`config.mk`:
```
export PLATFORM = sky130hd
export DESIGN_NAME = pdu_rb_reader
export DESIGN_NICKNAME = d
export VERILOG_FILES = /design/src/rtl/pdu_rb_reader.sv
export SDC_FILE = /design/constraint.sdc
export NUM_CORES = 2
export LEC_CHECK = 0
export BUFFER_PORTS_ARGS = -buffer_cell sky130_fd_sc_hd__buf_2
export CAP_MARGIN = 20
export CORE_MARGIN = 4
export CORE_UTILIZATION = 47
export CTS_BUF_LIST = sky130_fd_sc_hd__clkbuf_8
export DETAILED_ROUTE_END_ITERATION = 12
export GPL_TIMING_DRIVEN = 0
export HOLD_SLACK_MARGIN = 0.03
export MAX_ROUTING_LAYER = met4
export PLACE_DENSITY = 0.67
export SLEW_MARGIN = 20
export SYNTH_ARGS = -nofsm -noshare
export SYNTH_HDL_FRONTEND = slang
export SYNTH_MEMORY_MAX_BITS = 65536
export SYNTH_SLANG_ARGS = --single-unit
export TNS_END_PERCENT = 100
```
`constraint.sdc`:
```
create_clock -name clk -period 51.1 [get_ports clk]
set_clock_uncertainty 0.15 [all_clocks]
set_input_delay 2.555 -clock clk [delete_from_list [all_inputs] [get_ports clk]]
set_output_delay 2.555 -clock clk [all_outputs]
set_load 0.01 [all_outputs]
```
`src/rtl/pdu_rb_reader.sv`:
```
// Consumer side of the PDU ring buffer: tracks committed flits, reads each PDU
// (header + N payload flits) and replays the payload as a sop/eop packet stream.
module pdu_rb_reader #(
    parameter int PDU_AWIDTH     = 12,
    parameter int RD_LAT         = 2,
    parameter int MAX_PDU_FLITS  = 32,
    parameter int OUT_FIFO_DEPTH = 8
) (
    input  logic                  clk,
    input  logic                  rst,
    input  logic                  rb_wr_update_valid,
    input  logic [PDU_AWIDTH-1:0] rb_wr_update_size,
    output logic                  rb_rd_en,
    output logic [PDU_AWIDTH-1:0] rb_rd_addr,
    input  logic [511:0]          rb_rd_data,
    output logic                  rb_free_valid,
    output logic [PDU_AWIDTH-1:0] rb_free_size,
    output logic [511:0]          out_data,
    output logic                  out_sop,
    output logic                  out_eop,
    output logic [5:0]            out_empty,
    output logic                  out_valid,
    input  logic                  out_ready,
    output logic [PDU_AWIDTH:0]   rb_avail,
    output logic [31:0]           stat_pdu_cnt,
    output logic                  err_hdr,
    output logic                  err_overflow
);
    // state     | meaning
    // S_IDLE    | waiting for a committed flit; reads the header at tail
    // S_HDR_WAIT| header read in flight; validates N on return
    // S_BODY_WAIT| waiting until the whole PDU (N+1 flits) is committed
    // S_BODY    | issuing payload reads tail+1..tail+N under FIFO credits
    // S_DRAIN   | last payload read in flight; frees N+1 flits once captured

    localparam int FAW = (OUT_FIFO_DEPTH > 1) ? $clog2(OUT_FIFO_DEPTH) : 1;
    localparam int CW  = $clog2(OUT_FIFO_DEPTH + 1);
    localparam int AVW = PDU_AWIDTH + 2;
    localparam int L   = RD_LAT - 1;
    localparam logic [AVW-1:0] RB_DEPTH_V = AVW'(2 ** PDU_AWIDTH);
    localparam logic [15:0]    MAX_N      = 16'(MAX_PDU_FLITS);
    localparam logic [CW:0]    CREDITS    = (CW + 1)'(OUT_FIFO_DEPTH);
    localparam logic [FAW-1:0] LAST_SLOT  = FAW'(OUT_FIFO_DEPTH - 1);

    typedef enum logic [2:0] {
        S_IDLE,
        S_HDR_WAIT,
        S_BODY_WAIT,
        S_BODY,
        S_DRAIN
    } state_t;

    state_t state, state_nx;

    logic [PDU_AWIDTH-1:0] tail;
    logic [15:0]           hdr_n;
    logic [5:0]            hdr_empty;
    logic [15:0]           rd_idx;
    logic [CW-1:0]         inflight;

    logic [RD_LAT-1:0] pipe_vld, pipe_hdr, pipe_sop, pipe_eop;

    logic [511:0]   fifo_data [OUT_FIFO_DEPTH];
    logic [7:0]     fifo_meta [OUT_FIFO_DEPTH];
    logic [FAW-1:0] wr_ptr, rd_ptr;
    logic [CW-1:0]  fifo_count;

    logic rd_is_hdr, latch_hdr, set_err_hdr;
    logic hdr_ret, pay_ret, ret_bad, credit_ok, avail_ok, push, pop;
    logic [AVW-1:0] avail_sum;

    assign hdr_ret   = pipe_vld[L] & pipe_hdr[L];
    assign pay_ret   = pipe_vld[L] & ~pipe_hdr[L];
    assign ret_bad   = (rb_rd_data[15:0] == 16'd0) || (rb_rd_data[15:0] > MAX_N);
    assign credit_ok = ({1'b0, fifo_count} + {1'b0, inflight}) < CREDITS;
    assign avail_ok  = 32'(rb_avail) >= (32'(hdr_n) + 32'd1);
    assign push      = pay_ret;
    assign pop       = out_valid & out_ready;

    always_comb begin
        state_nx      = state;
        rb_rd_en      = 1'b0;
        rb_rd_addr    = '0;
        rd_is_hdr     = 1'b0;
        rb_free_valid = 1'b0;
        rb_free_size  = '0;
        latch_hdr     = 1'b0;
        set_err_hdr   = 1'b0;
        case (state)
            S_IDLE: begin
                if (rb_avail != '0) begin
                    rb_rd_en   = 1'b1;
                    rb_rd_addr = tail;
                    rd_is_hdr  = 1'b1;
                    state_nx   = S_HDR_WAIT;
                end
            end
            S_HDR_WAIT: begin
                if (hdr_ret) begin
                    latch_hdr = 1'b1;
                    if (ret_bad) begin
                        set_err_hdr   = 1'b1;
                        rb_free_valid = 1'b1;
                        rb_free_size  = PDU_AWIDTH'(1);
                        state_nx      = S_IDLE;
                    end else begin
                        state_nx = S_BODY_WAIT;
                    end
                end
            end
            // The first payload read leaves in the same cycle the PDU is seen complete.
            S_BODY_WAIT, S_BODY: begin
                if (state == S_BODY || avail_ok) begin
                    state_nx = S_BODY;
                    if (credit_ok) begin
                        rb_rd_en   = 1'b1;
                        rb_rd_addr = tail + PDU_AWIDTH'(rd_idx);
                        if (rd_idx == hdr_n) state_nx = S_DRAIN;
                    end
                end
            end
            S_DRAIN: begin
                if (inflight == '0) begin
                    rb_free_valid = 1'b1;
                    rb_free_size  = PDU_AWIDTH'(hdr_n + 16'd1);
                    state_nx      = S_IDLE;
                end
            end
            default: state_nx = S_IDLE;
        endcase
    end

    always_comb begin
        avail_sum = {1'b0, rb_avail};
        if (rb_wr_update_valid) avail_sum = avail_sum + AVW'(rb_wr_update_size);
        if (rb_free_valid)      avail_sum = avail_sum - AVW'(rb_free_size);
    end

    always_ff @(posedge clk) begin
        if (rst) begin
            state        <= S_IDLE;
            tail         <= '0;
            rb_avail     <= '0;
            hdr_n        <= '0;
            hdr_empty    <= '0;
            rd_idx       <= '0;
            inflight     <= '0;
            pipe_vld     <= '0;
            pipe_hdr     <= '0;
            pipe_sop     <= '0;
            pipe_eop     <= '0;
            err_hdr      <= 1'b0;
            err_overflow <= 1'b0;
            stat_pdu_cnt <= '0;
        end else begin
            state <= state_nx;
            if (rb_free_valid) tail <= tail + rb_free_size;
            if (avail_sum > RB_DEPTH_V) begin
                rb_avail     <= RB_DEPTH_V[PDU_AWIDTH:0];
                err_overflow <= 1'b1;
            end else begin
                rb_avail <= avail_sum[PDU_AWIDTH:0];
            end
            if (set_err_hdr) err_hdr <= 1'b1;
            if (latch_hdr) begin
                hdr_n     <= rb_rd_data[15:0];
                hdr_empty <= rb_rd_data[21:16];
                rd_idx    <= 16'd1;
            end else if (rb_rd_en && !rd_is_hdr) begin
                rd_idx <= rd_idx + 16'd1;
            end
            inflight    <= inflight + CW'(rb_rd_en) - CW'(pipe_vld[L]);
            pipe_vld[0] <= rb_rd_en;
            pipe_hdr[0] <= rd_is_hdr;
            pipe_sop[0] <= rb_rd_en && !rd_is_hdr && (rd_idx == 16'd1);
            pipe_eop[0] <= rb_rd_en && !rd_is_hdr && (rd_idx == hdr_n);
            for (int i = 1; i < RD_LAT; i++) begin
                pipe_vld[i] <= pipe_vld[i-1];
                pipe_hdr[i] <= pipe_hdr[i-1];
                pipe_sop[i] <= pipe_sop[i-1];
                pipe_eop[i] <= pipe_eop[i-1];
            end
            if (pop && out_eop) stat_pdu_cnt <= stat_pdu_cnt + 32'd1;
        end
    end

    // Output buffer storage is not reset; the gated read side hides stale entries.
    always_ff @(posedge clk) begin
        if (push) begin
            fifo_data[wr_ptr] <= rb_rd_data;
            fifo_meta[wr_ptr] <= {pipe_sop[L], pipe_eop[L], pipe_eop[L] ? hdr_empty : 6'd0};
        end
    end

    always_ff @(posedge clk) begin
        if (rst) begin
            wr_ptr     <= '0;
            rd_ptr     <= '0;
            fifo_count <= '0;
        end else begin
            if (push) wr_ptr <= (wr_ptr == LAST_SLOT) ? '0 : wr_ptr + FAW'(1);
            if (pop)  rd_ptr <= (rd_ptr == LAST_SLOT) ? '0 : rd_ptr + FAW'(1);
            fifo_count <= fifo_count + CW'(push) - CW'(pop);
        end
    end

    always_comb begin
        out_valid = (fifo_count != '0);
        out_data  = '0;
        out_sop   = 1'b0;
        out_eop   = 1'b0;
        out_empty = '0;
        if (out_valid) begin
            out_data  = fifo_data[rd_ptr];
            out_sop   = fifo_meta[rd_ptr][7];
            out_eop   = fifo_meta[rd_ptr][6];
            out_empty = fifo_meta[rd_ptr][5:0];
        end
    end

endmodule

```
==> reports/summary.txt <==
Area delta synth->final: 18.6%
Slew @ Worst Pin: 1170 ps
Pwr dens: 44.8 nW/um2
Cells after synthesis: 7685
Largest family of logic cells by synthesized area: multiplexers
CTS Root Cell: clkbuf_8
Routed Antenna Nets: 0
Maximum fanout along the worst path: 10
Compound-gate portion of the synthesized area: 0.00909
Ys Warns: 0
Core Region: 350000 um2
Fillers: 26100
Area share of the largest cell type after synthesis: 0.755
Clk pin slew, worst setup/hold paths: 60 ps
WP data arrival: 5490 ps
Total Routed Length: 438 mm
Reg2reg path depth: 20
CTS tree: built
# resized after CTS: 0
H-tree depth: 6
Maximum number of pins on one net before global-route repair: 21
Utilization after layout: 0.561
Drt first pass iters: 6
CTS Hold Bufs: 0
Syn Std Cell Area: 165000 um2
Port bufs: 1119
GRT Util Overall: 0.246
Register area share after synthesis: 0.770
Crit Path Category: flip-flop to primary output
Power after layout: 8.79 mW
Setup TNS: 0 ps
Post-DP Area: 183000 um2
DP HPWL: 308 mm
Synth async-reset ratio: 0
Share of cells above drive strength 1: 0.342
Most frequent cell after synthesis: edfxtp_1
Number of enable flip-flop cells after synthesis: 4160
#FFs+latches synth: 4285
Post-layout min period: 8200 ps
Aggregate global routing overflow: 0
Synth Area in XOR/XNOR: 0.00523
DR vias/cell: 5.65
Post-Layout Cell Count: 15300
Fin crit share: 0.160
Synth Area in Adders: 0.00678
Global-route wire length before repair: 632 mm
Crit start category: flip-flop
Post-synthesis cell type count: 68
Max clock buf depth: 4
Hold WC Path Type: flip-flop to flip-flop
Synthesized Nets: 8299
Crit-path most repeated cell: a21o_1
Final Hold Fails: 0
Routed WL per cell: 28.6 um
R2R Setup Slk: 45790 ps
Rows: 217
Top_reg_cell synth: edfxtp_1
Worst Hold Launch: pipe_eop[0]
Post-Layout Inst Area: 196000 um2
Synth Area in Simple Gates: 0.0251
Sequential cell area: 127000 um2
Worst setup EP type: primary output
Slew Limit Headroom: 0.223
Critical-path top delay cell: dfxtp_1
Multi-input combinational cell area: 36400 um2
PnR worst setup slack: 42900 ps
Max-slew violation count: 0
Worst hold slack: 305 ps
Max Cap Viol: 0
CTS sink cnt: 4285
DP Worst Slack: 43510 ps
Vias after detailed routing: 86700
Clock Latency Late Sink: 1180 ps
Num CTS Buffers: 681
Worst stage delay on the critical path: 480 ps
Worst Hold Depth: 1
RR Startpoint: rb_avail[0]
RSZ-0062 raised after global routing: no
Fmax: 0.122 GHz
Mux cell area share after synthesis: 0.174
DRC: 0
Final RePlAce weighted congestion: 0.842
Initial DRC Count: 8938
Placed Instances: 13900
# IOs: 1122
Critical Path RT: 48400 ps
Final setup violating endpoints: 0
Top cells by count, synth: 4160 x edfxtp_1, 1040 x mux4_2, 632 x nor2_1
CP Cell Sequence: ha_1 -> and3_1 -> xnor2_1 -> ha_1 -> a21o_1 -> a21o_1 -> a21o_1 -> a2111oi_0 -> o31ai_1 -> a41oi_1 -> or2_1 -> clkbuf_1 -> clkbuf_1 -> o21ai_0 -> buf_2
R2r endpoint: rb_avail[1]
Worst vdd ir: 0.0324 mV
Static Leak: 64.8 nW
Die area: 362000 um2
Vias in the first global route: 89500
Main area contributors after synthesis: edfxtp_1 75%, mux4_2 14%, mux2i_1 3.2%
Worst Hold End: pipe_eop[1]
Post CTS Setup Buffer Count: 0
Avg Inst Size Synth: 21.5 um2
Outcome: finished, final reports clean
Initial antenna violation count: 217
DIE HEIGHT: 601 um
Chip width: 601 um
Final #Nets: 10600
Starting Density: 0.473
Largest area contributor in the netlist: edfxtp_1
-- state kept, by name (all words and copies together), names as in the netlist, 3 cells and up, named ones only --
register	cells
tail	12
fifo_data	4096
hdr_empty	6
fifo_meta	64
rb_avail	13
wr_ptr	3
hdr_n	16
state	3
fifo_count	4
stat_pdu_cnt	32
rd_ptr	3
inflight	4
rd_idx	16
-- cell type report --
type                    count  share of cell area
flip-flops and latches   4285               0.650
plain buffers             388             0.00776
clock buffers             698              0.0490
multi-input cells        2952               0.186
well taps                4599              0.0293
diodes                    202             0.00258
clock inverters           504              0.0154
repair buffers           1649              0.0596
inverters                  60             0.00116
-- critical path: cells and delay by family (launching register included) --
kind,cells,cell delay (ps)
buf+inv,3,900
xor+xnor,1,160
simple gates,2,410
fa+ha+maj,2,560
compound gates,7,1810
flops,1,480
-- routing by layer --
layer / part of all wire / wire, um / up-vias / track usage
li1: - / - / 36800 / -
met4: 0.044 / 19100 / 0 / 0.103
met1: 0.37 / 162000 / 45300 / 0.300
met2: 0.50 / 217000 / 3722 / 0.389
met3: 0.092 / 40300 / 839 / 0.0661
met5: 0 / 0 / - / -
-- placed cells by master (no fill, tap or decap), types with 10 or more instances in the layout --
cell	instances
nor2b_1	13
clkinv_2	64
dfxtp_1	125
a21oi_1	86
buf_16	43
mux4_2	1040
inv_6	12
buf_2	1131
a31oi_1	10
mux2i_1	527
nor4_1	22
xnor2_1	43
and2_1	10
or3_1	18
diode_2	202
o21ai_0	30
clkbuf_2	40
and3_1	17
nor2_1	629
xor2_1	54
clkinv_1	142
nand2_1	141
clkbuf_8	698
inv_12	12
inv_1	280
buf_6	101
bufinv_16	18
ha_1	80
nor3_1	28
nand4_1	19
nand2b_1	20
buf_4	312
buf_12	65
a21o_1	30
edfxtp_1	4160
clkbuf_1	195
buf_1	141
nand3_1	24
-- worst max path at each step --
stage | from | end | slack (ps)
floorplan | pipe_hdr[1] | fifo_data[2][0] | 13080
global placement | pipe_vld[1] | fifo_data[2][179] | -27570
detailed placement | rb_rd_data[1] | rb_avail[1] | 43510
CTS | hdr_n[0] | rb_rd_addr[9] | 42740
global route | hdr_n[2] | rb_rd_addr[8] | 42410
finish | hdr_n[0] | rb_rd_addr[7] | 42900
-- cells by family (layout without fill, tap and decap cells) --
| family | count (synthesis) | count (layout) |
|---|---|---|
| compound gates | 226 | 226 |
| mux | 1568 | 1568 |
| buf+inv | 448 | 3299 |
| flops | 4285 | 4285 |
| simple gates | 974 | 974 |
| xor+xnor | 98 | 98 |
| other cells | 0 | 202 |
| fa+ha+maj | 86 | 86 |
-- where the power goes --
part	switching (mW)	total, mW	internal, mW	leakage (nW)
registers	0.0271	3.98	3.95	38.6
logic	1.25	2.07	0.817	19.0
clock network	1.36	2.74	1.38	7.27
total	2.64	8.79	6.14	64.8
Power figures use the tool's default switching activity.
